**src/rtl/down_counter_timer_pkg.sv**
```systemverilog
// Shared definitions for the down_counter_timer block.
//   state_e        : two-state control FSM (IDLE / RUN), 1-bit encoding
//   DEFAULT_WIDTH  : default counter / load-data width
//   DEC_ONE        : step size subtracted by the decrementer each enabled edge
package down_counter_timer_pkg;

    typedef enum logic {
        IDLE = 1'b0,
        RUN  = 1'b1
    } state_e;

    localparam int unsigned DEFAULT_WIDTH = 4;
    localparam int unsigned DEC_ONE       = 1;

endpackage : down_counter_timer_pkg

```
**src/rtl/down_counter_timer_counter_dec.sv**
```systemverilog
// Combinational WIDTH-bit subtract-by-one; the decrementing counterpart of
// the adder used by the up-counter.
//   a : value to decrement
//   y : a - 1 (wraps modulo 2^WIDTH; the caller never applies it at zero)
module counter_dec
    import down_counter_timer_pkg::*;
#(
    parameter int unsigned WIDTH = DEFAULT_WIDTH
) (
    input  logic [WIDTH-1:0] a,
    output logic [WIDTH-1:0] y
);

    always_comb begin
        y = a - WIDTH'(DEC_ONE);
    end

endmodule : counter_dec

```
**src/rtl/down_counter_timer.sv**
```systemverilog
// Loadable, enable-gated down-counter with a one-cycle terminal-count pulse
// and optional auto-reload. Used as an interval timer / prescaler.
//   CLK       : clock, rising edge
//   RESET     : asynchronous reset, active-low
//   LOAD      : load strobe; captures D into the count and reload registers
//   D         : load value
//   EN        : count enable; one step per enabled edge while running
//   RELOAD_EN : at the terminal edge, 1 = restart from last load, 0 = stop
//   O         : current count (registered)
//   TC        : terminal-count pulse, one cycle (registered)
//   BUSY      : high while the FSM is in RUN (registered)
module down_counter_timer
    import down_counter_timer_pkg::*;
#(
    parameter int unsigned WIDTH = DEFAULT_WIDTH
) (
    input  logic             CLK,
    input  logic             RESET,
    input  logic             LOAD,
    input  logic [WIDTH-1:0] D,
    input  logic             EN,
    input  logic             RELOAD_EN,
    output logic [WIDTH-1:0] O,
    output logic             TC,
    output logic             BUSY
);

    state_e           state_q, state_d;
    logic [WIDTH-1:0] cnt_q, cnt_d;
    logic [WIDTH-1:0] rld_q, rld_d;
    logic             tc_q, tc_d;
    logic [WIDTH-1:0] cnt_dec;

    counter_dec #(
        .WIDTH(WIDTH)
    ) u_dec (
        .a(cnt_q),
        .y(cnt_dec)
    );

    // Priority: LOAD, then terminal event, then decrement, then hold.
    // The decrement result is only selected when the count is non-zero,
    // so the count never wraps to all-ones.
    always_comb begin
        state_d = state_q;
        cnt_d   = cnt_q;
        rld_d   = rld_q;
        tc_d    = 1'b0;

        if (LOAD) begin
            cnt_d   = D;
            rld_d   = D;
            state_d = (D != '0) ? RUN : IDLE;
        end else if (state_q == RUN && EN) begin
            if (cnt_q == '0) begin
                tc_d = 1'b1;
                if (RELOAD_EN) begin
                    cnt_d = rld_q;
                end else begin
                    state_d = IDLE;
                end
            end else begin
                cnt_d = cnt_dec;
            end
        end
    end

    always_ff @(posedge CLK or negedge RESET) begin
        if (!RESET) begin
            state_q <= IDLE;
            cnt_q   <= '0;
            rld_q   <= '0;
            tc_q    <= 1'b0;
        end else begin
            state_q <= state_d;
            cnt_q   <= cnt_d;
            rld_q   <= rld_d;
            tc_q    <= tc_d;
        end
    end

    assign O    = cnt_q;
    assign TC   = tc_q;
    assign BUSY = (state_q == RUN);

endmodule : down_counter_timer

```
**config.mk**
```make
export PLATFORM = sky130hd
export DESIGN_NAME = down_counter_timer
export DESIGN_NICKNAME = d
export VERILOG_FILES = /design/src/rtl/down_counter_timer_pkg.sv /design/src/rtl/down_counter_timer_counter_dec.sv /design/src/rtl/down_counter_timer.sv
export SDC_FILE = /design/constraint.sdc
export NUM_CORES = 1
export LEC_CHECK = 0
export ABC_CLOCK_PERIOD_IN_PS = 3400
export BUFFER_PORTS_ARGS = -buffer_cell sky130_fd_sc_hd__buf_2
export CAP_MARGIN = 20
export CORE_AREA = 4 4 41 43
export CTS_BUF_LIST = sky130_fd_sc_hd__clkbuf_2 sky130_fd_sc_hd__clkbuf_4 sky130_fd_sc_hd__clkbuf_8
export DETAILED_ROUTE_END_ITERATION = 6
export DIE_AREA = 0 0 45 47
export HOLD_SLACK_MARGIN = 0.06
export PLACE_DENSITY = 0.7
export SYNTH_ARGS = -nofsm -noshare
export SYNTH_HDL_FRONTEND = slang
export SYNTH_SLANG_ARGS = --single-unit
```
**constraint.sdc**
```tcl
create_clock -name CLK -period 3.4 [get_ports CLK]
set_input_delay 0.34 -clock CLK [delete_from_list [all_inputs] [get_ports CLK]]
set_output_delay 0.34 -clock CLK [all_outputs]
set_load 0.01 [all_outputs]
```
* Word level (Yosys, flattened, before mapping)
Index checks and enable logic that the tools add are counted.
Widths: inputs -> output; s select.
** Operators by class
- $add $sub $neg :: 1
- $mul :: 0
- Div/mod/pow operators :: 0
- Magnitude comparators :: 0
- Equality and inequality tests :: 2
- Shift operators :: 0
- Multiplexer cells :: 12
- Bitwise logic cells :: 0
- Reduce and logical (&&, ||, !) cells :: 7
** Operators by type and width (number)
- $mux 4 :: 4
- $mux 1 :: 8
- $logic_not 4->1 :: 1
- $reduce_bool 2->1 :: 2
- $reduce_bool 4->1 :: 1
- $sub 4x1->4 const B :: 1
- $ne 3x3->1 const B :: 1
- $reduce_and 3->1 :: 1
- $ne 2x2->1 const B :: 1
- $reduce_and 2->1 :: 1
- $logic_and 1x1->1 :: 1
** Word-level totals
- Register bits after elaboration :: 10
- Bits in latches :: 0
- Memory bits (writable) :: 0
- ROM bits :: 0
- Bits of input ports :: 9
- Output and inout port bits :: 6
- Word-level logic and storage cells :: 26
- Memories kept :: 0

* Depth between registers and ports, before layout
- Depth in word-level cells :: 4
- Mapped depth :: 5
- Gate-level depth less buffers :: 5

* Hierarchy
A second synthesis with hierarchy kept.
** Unflattened totals
- Cells, all modules :: 47
- Area total of the unflattened synthesis :: 536.8 µm²
** By module, submodules not included
- down_counter_timer :: instances 1, cells an instance 40, area each 485.5 µm², seq. area each 250.2 µm²
- counter_dec :: instances 1, cells an instance 7, area each 51.3 µm², seq. area each 0.0 µm²

* Worst setup path after synthesis
No wires, ideal clock.
- Kind :: register to register
- Start :: register cnt_q[0], in the netlist O[0]
- End :: register cnt_q[0], in the netlist O[0]
- Library setup time :: 0.135 ns
- Arrival time :: 1.590 ns
- Data required time :: 3.265 ns
- Setup slack :: 1.675 ns
- Stages on the path, launching flop included :: 6
- Buffers on the path :: 0
- Period minus slack after synthesis :: 1.725 ns
- Cell sequence :: dfrtp_1 > inv_1 > ha_1 > or3b_1 > a2111oi_0 > o31ai_1
** Between the ends
- Word-level cells in the longest chain between the ends :: 4
- Elaborated cells on any way between the ends :: 7
- Those cells by class :: add/sub (1); eq/ne (1); mux (3); reduce/logical (2)
** Ends and longest elaborated chain
- from (decl) :: RTL line down_counter_timer.sv:29 : logic [WIDTH-1:0] cnt_q, cnt_d;
- from (signal assigned) :: RTL line down_counter_timer.sv:76 : cnt_q <= cnt_d;
- $sub 4x1->4 or $logic_not 4->1 (tied branches) :: RTL line down_counter_timer_counter_dec.sv:15, down_counter_timer.sv:55
- $mux 4 :: RTL line down_counter_timer.sv:55 : if (cnt_q == '0) begin
- $mux 4 :: RTL line down_counter_timer.sv:54 : end else if (state_q == RUN && EN) begin
- $mux 4 :: RTL line down_counter_timer.sv:50 : if (LOAD) begin
Several ways; a longest one is shown, not always the timed one. The select of a mux whose other input is x is not followed.
A chain may end at the register's enable or synchronous reset.

* Final worst setup path
Same ends and word-level chain as after synthesis.

==> results_dict.tcl <==
set metrics [dict create \
    ys_types 29 \
    ff2ff_setup_slack_ns 1.53 \
    rsz0062_at_grt "no" \
    antennaDiodeCount 0 \
    combPwrFrac_pct 20.3 \
    arrival_ns 2.00 \
    grt_pass1_wl_mm 2.10 \
    htreeDepth 1 \
    clk-insertion-delay-late_ns 0.26 \
    fin_setup_tns_ns 0 \
    critical-path-top-delay-family "compound AO/OA/AOI/OAI gates" \
    seq_power_share_pct 51.5 \
    ios 15 \
    dpl.cell_count 80 \
    post-route-period-util_pct 54.9 \
    area_growth_pct 21.7 \
    cts_buffers 3 \
    dpl_cell_area_sq_um 628 \
    hold_viol_final 0 \
    relSlewSlack_pct 65.4 \
    dr.max_layer_used "met4" \
    seq_area_frac_synth_pct 46.1 \
    clock_power_share_pct 28.2 \
    drv_slew 0 \
    worst_slew_pin_slew_ns 0.512 \
    syn-cell-area_sq_um 543 \
    crit_chain "inv_1, ha_1, or3b_1, a2111oi_0, o31ai_1" \
    dr_wl_met3_um 66 \
    grt_start_max_net_pins 16 \
    initial_core_util_pct 41.7 \
    die_height_um 47 \
    p_leak_nw 0.286 \
    setup_viol 0 \
    portBuffers 14 \
    antenna_found_initial 0 \
    ir_worst_vdd_v 0.000204 \
    totalWireLength_mm 1.15 \
    wl_per_cell_um 13.7 \
    worstHoldStart "D[0]" \
    postCtsHoldBufs 1 \
    cts.clk_slew.worst_paths_ns 0.06 \
    grt_pass1_vias 455 \
    p_per_area_mw_per_mm2 414 \
    met2_length_um 594 \
    syn_avg_cell_area_sq_um 10.4 \
    firstDrtPassIters 4 \
    design_area_sq_um 661 \
    hold_class "in2reg" \
    grt_usage_pct 14.1 \
    die_area_sq_mm 0.00212 \
    cap_violations 0 \
    internal-power_mw 0.198 \
    switchingPower_mw 0.0759 \
    fin_skew_ns 0.00329 \
    met1_length_um 460 \
    clock_path_buffers 2 \
    cts_resized 0 \
    dr.first_iter.drc_count 3 \
    hpwl_um 873 \
    slowest_stage "a2111oi_0" \
    ys_seq_elements 10 \
    yosysWarningCount 0 \
    antenna_left 0 \
    cp-end-kind "flip-flop" \
    start_kind "flip-flop" \
    required_ns 3.53 \
    crit_path_start "O[0]" \
    instances_no_fill 84 \
    finalPower_mw 0.274 \
    criticalPathCategory "reg2reg" \
    cts_tree "yes" \
    nNetsFinal 81 \
    die-width_um 45 \
    fin_crit_ns 1.87 \
    syn_inst 52 \
    drive_above_1_share_pct 29.0 \
    status "completed" \
    crit_fanout 9 \
    r2r_start "O[0]" \
    grt-ovfl-total 0 \
    finish.utilization_pct 50.8 \
    clockRootBuffer "clkbuf_4" \
    core_sq_mm 0.00130 \
    row_count 13 \
    gp_congestion 0.730 \
    vias 485 \
    vias_per_cell 5.77 \
    cp_num_buf_inv 1 \
    clock_sinks 10 \
    fmax_ghz 0.536 \
    synth_nets 62 \
    switching_share_pct 27.7 \
    post-route-drc-count 0 \
    cp_slowest_stage_delay_ns 0.48 \
    post_cts_buffers 0 \
]
routing by layer:
| metal | vias up | track usage [%] |
|---|---|---|
| li1 | 235 | - |
| met1 | 231 | 17.2 |
| met2 | 15 | 22.3 |
| met3 | 4 | 3.83 |
| met4 | 0 | 8.77 |
| met5 | - | 0 |
worst reg2reg max path, stage by stage (launching register included):
cell,delay (ns)
dfrtp_1,0.39
inv_1,0.08
ha_1,0.25
or3b_1,0.41
a2111oi_0,0.48
o31ai_1,0.13
cells in the final DEF (no fill, tap or decap):
cell / count
buf_2: 14
dfrtp_1: 10
inv_1: 5
o21ai_0: 4
mux2_2: 3
clkbuf_4: 3
nand2_1: 2
nor4b_1: 2
a21oi_1: 2
nand2b_1: 2
o31a_1: 2
or3b_1: 1
nor3_1: 1
a2111oi_1: 1
and2_1: 1
or4b_1: 1
nor4bb_1: 1
a2111oi_0: 1
o31ai_1: 1
or2b_1: 1
nor2_1: 1
nor4_1: 1
a21boi_0: 1
o41ai_1: 1
or3_1: 1
or4_1: 1
nor3b_1: 1
a41oi_1: 1
a32oi_1: 1
ha_1: 1
dlygate4sd3_1: 1
metrics by stage:
step / hold slack (ns) / setup slack [ns]
final: 0.331 / 1.53
after detailed placement: 0.212 / 1.58
after global routing: 0.332 / 1.34
after floorplan: 0.0444 / 1.68
after CTS: 0.327 / 1.56
after global placement: 0.210 / 1.59
worst paths after layout:
check	cells past startpoint	endpoint
worst min register to register	1	rld_q[3]
worst max register to register	5	O[0]
max in group asynchronous	2	rld_q[3]
worst min-delay path	3	O[0]
min in group asynchronous	2	BUSY
worst max-delay path	5	O[0]
layout make-up:
cell class	count	area (sq um)
clock buffer	3	22.5
fill	126	641
inverter	5	18.8
multi-input combinational	36	270
sequential	10	250
tap	15	18.8
timing repair buffer	15	80.1
power by group through the flow:
| stage | clock [mW] | combinational, mW | sequential [mW] |
|---|---|---|---|
| after floorplan | 0 | 0.0307 | 0.144 |
| after global placement | 0 | 0.0546 | 0.143 |
| after detailed placement | 0 | 0.0555 | 0.143 |
| after CTS | 0.0817 | 0.0564 | 0.141 |
| after global routing | 0.0898 | 0.0637 | 0.143 |
| final | 0.0772 | 0.0555 | 0.141 |
synth_stat cells (all sizes together):
master	count	area [sq um]
ha	1	12.5
a21boi	1	7.51
nand2b	2	12.5
o21ai	4	20.0
nor3b	1	7.51
and2	1	6.26
dfrtp	10	250
nor4	1	6.26
or3b	1	8.76
o41ai	1	8.76
mux2	3	33.8
nand2	2	7.51
a21oi	2	10.0
nor4b	2	17.5
inv	5	18.8
or3	1	6.26
or4	1	7.51
or2b	1	7.51
a32oi	1	8.76
clkbuf	1	3.75
nor2	1	3.75
a2111oi	2	18.8
nor4bb	1	10.0
o31ai	1	7.51
a41oi	1	8.76
or4b	1	10.0
nor3	1	5.00
o31a	2	17.5
cell families (layout without fill, tap and decap cells):
group / after synthesis / count (layout) / synth area share (%)
mux: 3 / 3 / 6.22
compound gates: 15 / 15 / 19.8
buf+inv: 6 / 23 / 4.15
simple gates: 17 / 17 / 21.4
flops: 10 / 10 / 46.1
fa+ha+maj: 1 / 1 / 2.30
registers in the layout, summed over array words and instances, names as in the netlist:
name	cells
BUSY	1
TC	1
O	4
rld_q	4
No activity file was read; power rests on OpenSTA's default activity.
